===== config.mk =====
export PLATFORM = sky130hd
export DESIGN_NAME = socetlib_mc_fifo
export DESIGN_NICKNAME = d
export VERILOG_FILES = /design/src/rtl/socetlib_mc_fifo_pkg.sv /design/src/rtl/socetlib_mc_fifo_ctrl.sv /design/src/rtl/socetlib_mc_fifo.sv
export SDC_FILE = /design/constraint.sdc
export NUM_CORES = 1
export LEC_CHECK = 0
export ABC_AREA = 1
export BUFFER_PORTS_ARGS = -buffer_cell sky130_fd_sc_hd__buf_2
export CAP_MARGIN = 20
export CORE_ASPECT_RATIO = 0.9
export CORE_MARGIN = 1
export CORE_UTILIZATION = 38
export CTS_BUF_LIST = sky130_fd_sc_hd__clkbuf_16
export CTS_CLUSTER_DIAMETER = 200
export CTS_CLUSTER_SIZE = 16
export DETAILED_ROUTE_END_ITERATION = 8
export PLACE_DENSITY = 0.63
export SKIP_LAST_GASP = 1
export SYNTH_ARGS = -nofsm -noshare
export SYNTH_HDL_FRONTEND = slang
export SYNTH_HIERARCHICAL = 1
export SYNTH_SLANG_ARGS = --single-unit

===== constraint.sdc =====
create_clock -name CLK -period 3.2 [get_ports CLK]
set_input_delay 0 -clock CLK [delete_from_list [all_inputs] [get_ports CLK]]
set_output_delay 0 -clock CLK [all_outputs]
set_load 0.005 [all_outputs]

===== src/rtl/socetlib_mc_fifo_pkg.sv =====
`default_nettype none
// ============================================================================
// Module      : socetlib_mc_fifo_pkg
// Description : Shared types and sizing helpers for the multi-channel FIFO.
//               socetlib_fifo_status_t bundles the per-channel status. Its
//               count field has a fixed width, so one struct type serves
//               every DEPTH. Each instance uses only the low cnt_w(DEPTH)
//               bits of that field.
// Ports       : none (package)
// Revision    : 1.0 - initial release
// ============================================================================
package socetlib_mc_fifo_pkg;

  localparam int c_status_cnt_w = 16;

  // Width needed to hold an occupancy of 0..depth.
  function automatic int cnt_w(input int depth);
    return $clog2(depth + 1);
  endfunction

  // Width of a pointer into one channel (0..depth-1).
  function automatic int ptr_w(input int depth);
    return (depth > 1) ? $clog2(depth) : 1;
  endfunction

  // Width of a channel select; at least one bit even when nch == 1.
  function automatic int sel_w(input int nch);
    return (nch > 1) ? $clog2(nch) : 1;
  endfunction

  typedef struct packed {
    logic                      full;
    logic                      empty;
    logic                      almost_full;
    logic                      almost_empty;
    logic                      overrun;
    logic                      underrun;
    logic [c_status_cnt_w-1:0] count;
  } socetlib_fifo_status_t;

endpackage
`default_nettype wire


===== src/rtl/socetlib_mc_fifo_ctrl.sv =====
`default_nettype none
// ============================================================================
// Module      : socetlib_mc_fifo_ctrl
// Description : Bookkeeping for one FIFO channel. This module holds the write
//               and read pointers, the occupancy count and the sticky error
//               flags. It decides whether the requested push and pop are
//               accepted. The storage itself lives in the parent.
// Ports       : clk_i, rst_i        clock, synchronous active-high reset
//               push_i, pop_i       write / read requested on this channel
//               clear_i             flush this channel (overrides push/pop)
//               push_ok_o, pop_ok_o accepted push / pop this cycle
//               wptr_o, rptr_o      current write / read slot
//               status_o            flags and occupancy
// Revision    : 1.0 - initial release
// ============================================================================
module socetlib_mc_fifo_ctrl
  import socetlib_mc_fifo_pkg::*;
#(
  parameter int DEPTH     = 8,
  parameter int AFULL_TH  = DEPTH - 1,
  parameter int AEMPTY_TH = 1
) (
  input  logic                      clk_i,
  input  logic                      rst_i,
  input  logic                      push_i,
  input  logic                      pop_i,
  input  logic                      clear_i,
  output logic                      push_ok_o,
  output logic                      pop_ok_o,
  output logic [ptr_w(DEPTH)-1:0]   wptr_o,
  output logic [ptr_w(DEPTH)-1:0]   rptr_o,
  output socetlib_fifo_status_t     status_o
);

  localparam int              c_pw     = ptr_w(DEPTH);
  localparam int              c_cw     = cnt_w(DEPTH);
  localparam logic [c_pw-1:0] c_last   = c_pw'(DEPTH - 1);
  localparam logic [c_cw-1:0] c_depth  = c_cw'(DEPTH);
  localparam logic [c_cw-1:0] c_afull  = c_cw'(AFULL_TH);
  localparam logic [c_cw-1:0] c_aempty = c_cw'(AEMPTY_TH);

  logic [c_pw-1:0] wptr_q, wptr_d;
  logic [c_pw-1:0] rptr_q, rptr_d;
  logic [c_cw-1:0] count_q, count_d;
  logic            overrun_q, overrun_d;
  logic            underrun_q, underrun_d;

  logic            w_full;
  logic            w_empty;
  logic            w_push_ok;
  logic            w_pop_ok;

  function automatic logic [c_pw-1:0] f_next(input logic [c_pw-1:0] p);
    return (p == c_last) ? '0 : p + 1'b1;
  endfunction

  assign w_full   = (count_q == c_depth);
  assign w_empty  = (count_q == '0);
  assign w_pop_ok = pop_i & ~clear_i & ~w_empty;
  // A full channel still takes a write when the same cycle pops it: the
  // popped slot is the one being overwritten.
  assign w_push_ok = push_i & ~clear_i & (~w_full | w_pop_ok);

  always_comb begin
    wptr_d     = wptr_q;
    rptr_d     = rptr_q;
    count_d    = count_q;
    overrun_d  = overrun_q;
    underrun_d = underrun_q;
    if (clear_i) begin
      wptr_d     = '0;
      rptr_d     = '0;
      count_d    = '0;
      overrun_d  = 1'b0;
      underrun_d = 1'b0;
    end else begin
      if (w_push_ok) wptr_d = f_next(wptr_q);
      if (w_pop_ok)  rptr_d = f_next(rptr_q);
      case ({w_push_ok, w_pop_ok})
        2'b10:   count_d = count_q + 1'b1;
        2'b01:   count_d = count_q - 1'b1;
        default: count_d = count_q;
      endcase
      if (push_i && !w_push_ok) overrun_d  = 1'b1;
      if (pop_i && w_empty)     underrun_d = 1'b1;
    end
  end

  always_ff @(posedge clk_i) begin
    if (rst_i) begin
      wptr_q     <= '0;
      rptr_q     <= '0;
      count_q    <= '0;
      overrun_q  <= 1'b0;
      underrun_q <= 1'b0;
    end else begin
      wptr_q     <= wptr_d;
      rptr_q     <= rptr_d;
      count_q    <= count_d;
      overrun_q  <= overrun_d;
      underrun_q <= underrun_d;
    end
  end

  assign push_ok_o             = w_push_ok;
  assign pop_ok_o              = w_pop_ok;
  assign wptr_o                = wptr_q;
  assign rptr_o                = rptr_q;
  assign status_o.full         = w_full;
  assign status_o.empty        = w_empty;
  assign status_o.almost_full  = (count_q >= c_afull);
  assign status_o.almost_empty = (count_q <= c_aempty);
  assign status_o.overrun      = overrun_q;
  assign status_o.underrun     = underrun_q;
  assign status_o.count        = c_status_cnt_w'(count_q);

endmodule
`default_nettype wire


===== src/rtl/socetlib_mc_fifo.sv =====
`default_nettype none
// ============================================================================
// Module      : socetlib_mc_fifo
// Description : NCH independent circular FIFOs of DEPTH words each. They
//               share one storage array, one write port and one registered
//               read port. Each port picks its channel every cycle.
// Ports       : CLK, RST              clock, synchronous active-high reset
//               WEN, wsel, wdata      write request, channel, data
//               REN, rsel             read request, channel
//               clear                 per-channel flush
//               rdata, rvalid         registered read data / valid strobe
//               full, empty, almost_full, almost_empty  per-channel status
//               count                 per-channel occupancy, ch0 in LSBs
//               overrun, underrun     sticky per-channel error flags
// Revision    : 1.0 - initial release
// ============================================================================
module socetlib_mc_fifo
  import socetlib_mc_fifo_pkg::*;
#(
  parameter int WIDTH     = 16,
  parameter int DEPTH     = 8,
  parameter int NCH       = 4,
  parameter int AFULL_TH  = DEPTH - 1,
  parameter int AEMPTY_TH = 1
) (
  input  logic                          CLK,
  input  logic                          RST,
  input  logic                          WEN,
  input  logic [sel_w(NCH)-1:0]         wsel,
  input  logic [WIDTH-1:0]              wdata,
  input  logic                          REN,
  input  logic [sel_w(NCH)-1:0]         rsel,
  input  logic [NCH-1:0]                clear,
  output logic [WIDTH-1:0]              rdata,
  output logic                          rvalid,
  output logic [NCH-1:0]                full,
  output logic [NCH-1:0]                empty,
  output logic [NCH-1:0]                almost_full,
  output logic [NCH-1:0]                almost_empty,
  output logic [NCH*cnt_w(DEPTH)-1:0]   count,
  output logic [NCH-1:0]                overrun,
  output logic [NCH-1:0]                underrun
);

  localparam int c_sw = sel_w(NCH);
  localparam int c_pw = ptr_w(DEPTH);
  localparam int c_cw = cnt_w(DEPTH);
  localparam int c_iw = $clog2(NCH * DEPTH);

  logic [WIDTH-1:0]                mem_q [NCH*DEPTH];
  logic [WIDTH-1:0]                rdata_q;
  logic                            rvalid_q;

  logic [NCH-1:0]                  w_push_ok;
  logic [NCH-1:0]                  w_pop_ok;
  logic [c_pw-1:0]                 w_wptr [NCH];
  logic [c_pw-1:0]                 w_rptr [NCH];
  socetlib_fifo_status_t           w_status [NCH];
  logic [NCH*c_status_cnt_w-1:0]   w_cnt_unused;
  logic [c_iw-1:0]                 w_widx;
  logic [c_iw-1:0]                 w_ridx;

  // An out-of-range select matches no channel, so the request is ignored.
  for (genvar gi = 0; gi < NCH; gi++) begin : g_ch
    socetlib_mc_fifo_ctrl #(
      .DEPTH     (DEPTH),
      .AFULL_TH  (AFULL_TH),
      .AEMPTY_TH (AEMPTY_TH)
    ) u_ctrl (
      .clk_i     (CLK),
      .rst_i     (RST),
      .push_i    (WEN && (wsel == c_sw'(gi))),
      .pop_i     (REN && (rsel == c_sw'(gi))),
      .clear_i   (clear[gi]),
      .push_ok_o (w_push_ok[gi]),
      .pop_ok_o  (w_pop_ok[gi]),
      .wptr_o    (w_wptr[gi]),
      .rptr_o    (w_rptr[gi]),
      .status_o  (w_status[gi])
    );

    assign full[gi]                            = w_status[gi].full;
    assign empty[gi]                           = w_status[gi].empty;
    assign almost_full[gi]                     = w_status[gi].almost_full;
    assign almost_empty[gi]                    = w_status[gi].almost_empty;
    assign overrun[gi]                         = w_status[gi].overrun;
    assign underrun[gi]                        = w_status[gi].underrun;
    assign count[gi*c_cw +: c_cw]              = w_status[gi].count[c_cw-1:0];
    assign w_cnt_unused[gi*c_status_cnt_w +: c_status_cnt_w] = w_status[gi].count;
  end

  // Flat storage address = channel * DEPTH + pointer. At most one channel
  // accepts a push (or a pop) per cycle, so the OR-style scan selects it.
  always_comb begin
    w_widx = '0;
    w_ridx = '0;
    for (int ch = 0; ch < NCH; ch++) begin
      if (w_push_ok[ch]) w_widx = c_iw'(ch * DEPTH) + c_iw'(w_wptr[ch]);
      if (w_pop_ok[ch])  w_ridx = c_iw'(ch * DEPTH) + c_iw'(w_rptr[ch]);
    end
  end

  // Storage is not reset. A push and a pop on the same full channel hit the
  // same slot, and the read sees the old word.
  always_ff @(posedge CLK) begin
    if (|w_push_ok) mem_q[w_widx] <= wdata;
  end

  always_ff @(posedge CLK) begin
    if (RST) begin
      rdata_q  <= '0;
      rvalid_q <= 1'b0;
    end else begin
      rvalid_q <= |w_pop_ok;
      if (|w_pop_ok) rdata_q <= mem_q[w_ridx];
    end
  end

  assign rdata  = rdata_q;
  assign rvalid = rvalid_q;

endmodule
`default_nettype wire

# Word level (Yosys, flattened, before mapping)
# Memories as Yosys holds them, arrays and structs flattened. A register that Yosys moved wholly into a read port is not among the register bits.
# Index checks and enable logic that the tools add are counted.
[totals]
regBits = 49
latchBits = 0
ramBits = 512
romBits = 0
inputBits = 28
output_inout_bits = 57
wordCells = 168
memories = 1
[op_classes]
add_sub_neg = 22
n_mul = 0
div_mod_pow = 0
magnitude_cmp = 8
n_eq_ne = 26
shifts = 0
mux = 22
bitwise_logic = 32
n_reduce_logical = 36
[mem_list]
columns = ["memory", "depth", "width", "read_ports", "rd_ports_with_merged_regs", "wr", "line_no", "rtl"]
rows = [
  ["mem_q", 32, 16, 1, 1, 1, "socetlib_mc_fifo.sv:50", "logic [WIDTH-1:0] mem_q [NCH*DEPTH];"],
]
[op_table]
columns = ["cell", "count"]
rows = [
  ["case mux 4 bit (2 select lines)", 4],
  ["two-way mux 3 bit", 10],
  ["two-way mux 5 bit", 6],
  ["adder 3 x 1 -> 3 bit, second input constant", 8],
  ["equality test 3 bit, second input constant", 8],
  ["adder 4 x 1 -> 4 bit, second input constant", 4],
  ["bitwise AND 1 bit", 16],
  ["equality test 2 bit, second input constant", 8],
  ["equality test 4 bit, second input constant", 4],
  ["greater-or-equal comparator 4 x 3 -> 1 bit, second input constant", 4],
  ["<= comparator 4 x 1 -> 1 bit, second input constant", 4],
  ["logical AND 1 bit", 16],
  ["zero test 4 bit", 4],
  ["subtractor 4 x 1 -> 4 bit, second input constant", 4],
  ["equality test 2 x 1 -> 1 bit, second input constant", 6],
  ["NOT 1 bit", 12],
  ["adder 4 x 3 -> 5 bit, first input constant", 2],
  ["adder 4 x 4 -> 5 bit, first input constant", 2],
  ["adder 5 x 3 -> 5 bit, first input constant", 2],
  ["nonzero test 2 bit", 4],
  ["OR reduction 2 bit", 4],
  ["OR reduction 4 bit", 2],
  ["zero test 1 bit", 4],
  ["zero test 2 bit", 2],
  ["2 further kinds", 6],
]

# Logic depth before layout (Yosys ltp)
[logic_depth]
depth_word = 10
mapped_depth = 21
depth_no_buf = 19

# Modules after synthesis
# The synthesis kept the hierarchy.
[by_module_without_submodules]
columns = ["mod", "instances", "cells_each", "area_per_inst_um2", "seq_area_each_um2"]
rows = [
  ["socetlib_mc_fifo", 1, 2103, 23072.1, 15715.1],
  ["socetlib_mc_fifo_ctrl", 4, 117, 847.1, 240.2],
]

# Worst setup path before layout
# No wires, ideal clock.
[synth_timing]
path_kind = "register to register"
startpoint = "register g_ch[2].u_ctrl.count_q[0]"
endpoint = "memory mem_q[0][0], enable pin"
setup_time_ns = 0.409
t_arrival_ns = 3.105
required_time_ns = 2.791
setup_slack_ns = -0.314
path_stages_with_launch = 16
path_buffers = 0
period_less_slack_ns = 3.514
cell_sequence = "dfxtp_1 > inv_1 > ha_1 > nand2_1 > nor2_4 > nand2_2 > nand2_2 > inv_2 > nor2_1 > nand3_1 > inv_1 > nand2_1 > nand2_1 > a21oi_1 > nand3_1 > nor3_1"
[synth_via]
word_cells_on_any_way = 12
cone_classes = "eq/ne: 1; mux: 4; bitwise: 5; reduce/logical: 2"
[synth_rtl]
columns = ["item", "line_no", "rtl"]
rows = [
  ["from (decl)", "socetlib_mc_fifo_ctrl.sv:44", "logic [c_cw-1:0] count_q, count_d;"],
  ["from (signal assigned)", "socetlib_mc_fifo_ctrl.sv:99", "count_q <= count_d;"],
  ["equality test 4 bit *", "socetlib_mc_fifo_ctrl.sv:57", "assign w_full = (count_q == c_depth);"],
  ["net g_ch[2].u_ctrl.w_full", "socetlib_mc_fifo_ctrl.sv:48", "logic w_full;"],
  ["NOT 1 bit *", "socetlib_mc_fifo_ctrl.sv:62", "assign w_push_ok = push_i & ~clear_i & (~w_full | w_pop_ok);"],
  ["bitwise OR 1 bit *", "socetlib_mc_fifo_ctrl.sv:62", ""],
  ["bitwise AND 1 bit *", "socetlib_mc_fifo_ctrl.sv:62", ""],
  ["net w_push_ok[2]", "socetlib_mc_fifo.sv:54", "logic [NCH-1:0] w_push_ok;"],
  ["OR reduction 4 bit", "socetlib_mc_fifo.sv:106", "if (|w_push_ok) mem_q[w_widx] <= wdata;"],
  ["two-way mux 1 bit", "socetlib_mc_fifo.sv:106", ""],
  ["two-way mux 1 bit (implied by the code)", "socetlib_mc_fifo.sv:106", ""],
  ["to (decl)", "socetlib_mc_fifo.sv:50", ""],
]
# The timed path passes the listed nets; every way through them passes the cells marked *.

# Worst setup path after layout
[layout_timing]
startpoint = "register g_ch[3].u_ctrl.count_q[1]"
endpoint = "register rdata_q[15], in the netlist rdata[15], read port of mem_q"
[layout_via]
elab_chain_cells = 4
word_cells_on_any_way = 5
cone_classes = "mux: 1; bitwise: 2; reduce/logical: 2"
[layout_lines]
columns = ["item", "line_no", "rtl"]
rows = [
  ["from (decl)", "socetlib_mc_fifo_ctrl.sv:44", ""],
  ["from (signal assigned)", "socetlib_mc_fifo_ctrl.sv:99", ""],
  ["zero test 4 bit *", "socetlib_mc_fifo_ctrl.sv:58", "assign w_empty = (count_q == '0);"],
  ["NOT 1 bit *", "socetlib_mc_fifo_ctrl.sv:59", "assign w_pop_ok = pop_i & ~clear_i & ~w_empty;"],
  ["bitwise AND 1 bit *", "socetlib_mc_fifo_ctrl.sv:59", ""],
  ["net w_pop_ok[3]", "socetlib_mc_fifo.sv:55", "logic [NCH-1:0] w_pop_ok;"],
  ["OR reduction 4 bit or two-way mux 5 bit (tied branches)", "socetlib_mc_fifo.sv:115, socetlib_mc_fifo.sv:99", ""],
  ["to (decl)", "socetlib_mc_fifo.sv:51", "logic [WIDTH-1:0] rdata_q;"],
]
# Marked as above.
# A chain may end at the register's enable or synchronous reset.

==> impl_results.md <==
- Yosys warnings: 6
- Sum of negative setup slack: 0 ps
- Number of I/O port buffers: 84
- Worst slew slack as a fraction of its limit: 0.470
- Endpoint of the worst register-to-register path: rdata[15]$_SDFFE_PP0P_
- Residual DRC: 0
- DRT iter0 DRCs: ~2,000
- Reg-to-reg setup timing slack: 160 ps
- CP endpoint kind: flop
- Share of the clock period used by the worst path after layout: 0.951
- Worst reg-to-reg path cell count: 20
- Hold Violations, Final: 0
- Synth Instances: 2,519
- Min Clock Period, post-route: roughly 3000 ps
- Achievable Freq: 0.329 GHz
- Launching element of the worst setup path: g_ch[3].u_ctrl/count_q[1]$_SDFFE_PP0P_
- Count of nets after finishing: about 2,700
- Effective utilization at floorplan: 0.387
- Instance count after placement with tap cells included: between 3,000 and 4,000
- Global route total overflow: 0
- FP Rows: 90
- Area growth from synthesis to layout: 13.6%
- Final wirelength: a little under 70 mm
- H-tree lvl count: 2
- Required time of the critical path: between 3000 and 4000 ps
- Antenna Violating Nets Remaining: 0
- Clock tree root buffer cell: sky130_fd_sc_hd__clkbuf_16
- Die X-Extent: roughly 280 um
- Via count: about 19,000
- Antenna violations before repair: 0
- Most common library cell in the layout ignoring fill and taps: sky130_fd_sc_hd__nand2_1
- Worst Hold Endpoint: mem_q[25][13]$_DFFE_PP_
- Post-synth net total: between 2,000 and 3,000
- Routability cong.: approximately 0.84
- Non-filler cells, final: about 3,500
- Peak supply drop: between 0.4 and 0.5 mV
- Vias in the first global route: between 15,000 and 20,000
- Pin count of the biggest net entering global routing: 67
- Global-route wire length before repair: about 100 mm
- Fraction of final layout cells with drive strength greater than 1: 0.113
- Hold depth: 1
- Number of clock buffers inserted by TritonCTS: 42
- HPWL after detailed placement: between 40 and 50 mm
- Netlist Area Pre-Place: ~0.026 mm^2
- RSZ-0062 raised after global routing: yes
- Total power per unit cell area: approximately 460 mW/mm^2
- Filler Cells Inserted: 6,279
- Overall track demand over capacity in global routing: 0.194
- Leakage power: between 10 and 15 nW
- Category of the critical setup timing path: reg2reg
- Diodes inserted: 0
- Pre-Repair DR Iteration Count: 5
- Overall die height: around 250 um
- Path class of the lowest-slack min-delay path: in2reg
- Most frequent cells in the layout: sky130_fd_sc_hd__nand2_1 (603), sky130_fd_sc_hd__nand3_1 (552), sky130_fd_sc_hd__edfxtp_1 (512), sky130_fd_sc_hd__inv_1 (265), sky130_fd_sc_hd__nand3b_1 (132)
- Sink count of the clock tree: 577
- Clock Skews: between 30 and 40 ps
- Clock input transition at the sequential cells of the worst setup and hold paths: 80 ps
- Number of setup violations in the final report: 0
- I/O pins: 85
- Full die area: about 0.07 mm^2
- Critical hold path startpoint: wdata[13]
- Maxcap violations: 0
- Deepest clock path buffer count: 3
- Arrival time at the worst endpoint: ~3500 ps
- Area of the core: between 0.06 and 0.07 mm^2
- Type of element launching the critical path: flop
- Average footprint of a synthesized cell: a little over 10 um^2
- Average via count per standard cell: around 5.3
- Worst Max-Slew Pin Slew: a little under 800 ps
- Reg-to-Reg Start: g_ch[3].u_ctrl/count_q[1]$_SDFFE_PP0P_
- Pins Over Slew Limit: 0
- Post-detailed-route wirelength per cell: 19.5 um
- Clock insertion delay at the later pin of the skew report: slightly above 600 ps
- Clock tree from TritonCTS: done
- Maximum net fanout on the critical path: 23
- Result of the run: completed
-- registers in the layout (all words and copies together), names as in the netlist --
| register | count |
|---|---|
| g_ch.u_ctrl/rptr_o | 12 |
| g_ch.u_ctrl/overrun_q | 4 |
| g_ch.u_ctrl/count_q | 16 |
| g_ch.u_ctrl/underrun_q | 4 |
| mem_q | 512 |
| rvalid | 1 |
| rdata | 16 |
| g_ch.u_ctrl/wptr_o | 12 |
-- where the power goes --
part           internal (mW)  leakage, nW  total [mW]  switching [mW]
Sequential              8.21         5.13        8.23          0.0117
Combinational          0.124         6.16       0.465           0.341
Clock                   2.46        0.721        5.08            2.63
-- worst max-delay path by stage --
stage,end,slack [ps],depth (start not counted)
floorplan,mem_q[2][0]$_DFFE_PP_,150,15
detailed placement,mem_q[20][1]$_DFFE_PP_,60,15
CTS,mem_q[20][11]$_DFFE_PP_,50,15
finish,rdata[15]$_SDFFE_PP0P_,160,20
global route,mem_q[22][6]$_DFFE_PP_,-50,17
global placement,mem_q[20][1]$_DFFE_PP_,140,14
-- routing by layer --
layer | part of all wire | track usage | vias to the layer above
met5 | 0 | 0 | -
met4 | 0.021 | 0.0551 | 0
met3 | 0.080 | 0.0379 | 92
met2 | 0.47 | 0.318 | 746
met1 | 0.43 | 0.261 | 8941
li1 | - | - | 8735
-- what timing repair did --
action                     in CTS  in global routing
setup endpoints to repair       0                528
resized for setup               0                 20
hold endpoints to repair       71                  0
buffers inserted                0                  4
hold buffers                   24                  0
-- stage by stage --
step | hold slack [ps] | util | worst slack, ps | power (mW) | cell area (um^2)
after floorplan | 98.9 | - | 152 | 8.59 | 26100
after CTS | 1.83 | 0.437 | 49.2 | 13.9 | 29400
after global routing | 28.2 | 0.439 | -50.2 | 14.2 | 29600
final | 9.59 | 0.439 | 158 | 13.8 | 29600
after detailed placement | 334 | 0.415 | 59.8 | 8.84 | 28000
after global placement | 328 | 0.415 | 139 | 8.83 | 28000
-- layout make-up --
class,instances,area [um^2],share of cell area
clock inverters,35,169,0.00570
repair buffers,203,1930,0.0652
multi-input cells,1538,7700,0.260
well taps,874,1090,0.0369
inverters,253,986,0.0333
clock buffers,43,1080,0.0363
flip-flops and latches,577,16700,0.563
-- worst max-delay path, stage by stage, from the launching register on --
cell                        delay, ps
sky130_fd_sc_hd__dfxtp_1          380
sky130_fd_sc_hd__inv_1            100
sky130_fd_sc_hd__ha_1             230
sky130_fd_sc_hd__nand3_2          140
sky130_fd_sc_hd__inv_4             60
sky130_fd_sc_hd__nor2_8           150
sky130_fd_sc_hd__inv_2             80
sky130_fd_sc_hd__nand3_1           70
sky130_fd_sc_hd__nand2_1           70
sky130_fd_sc_hd__bufinv_16        270
sky130_fd_sc_hd__nand2_8          160
sky130_fd_sc_hd__buf_4            190
sky130_fd_sc_hd__buf_12           150
sky130_fd_sc_hd__nand2_1           60
sky130_fd_sc_hd__nand2_1           40
sky130_fd_sc_hd__nand2_1           50
sky130_fd_sc_hd__nand3_1          110
sky130_fd_sc_hd__nand3_1          150
sky130_fd_sc_hd__nand3_1          170
sky130_fd_sc_hd__nand3_1          230
sky130_fd_sc_hd__nand2_1           70
Note: power is estimated with default switching activity, not from simulation.
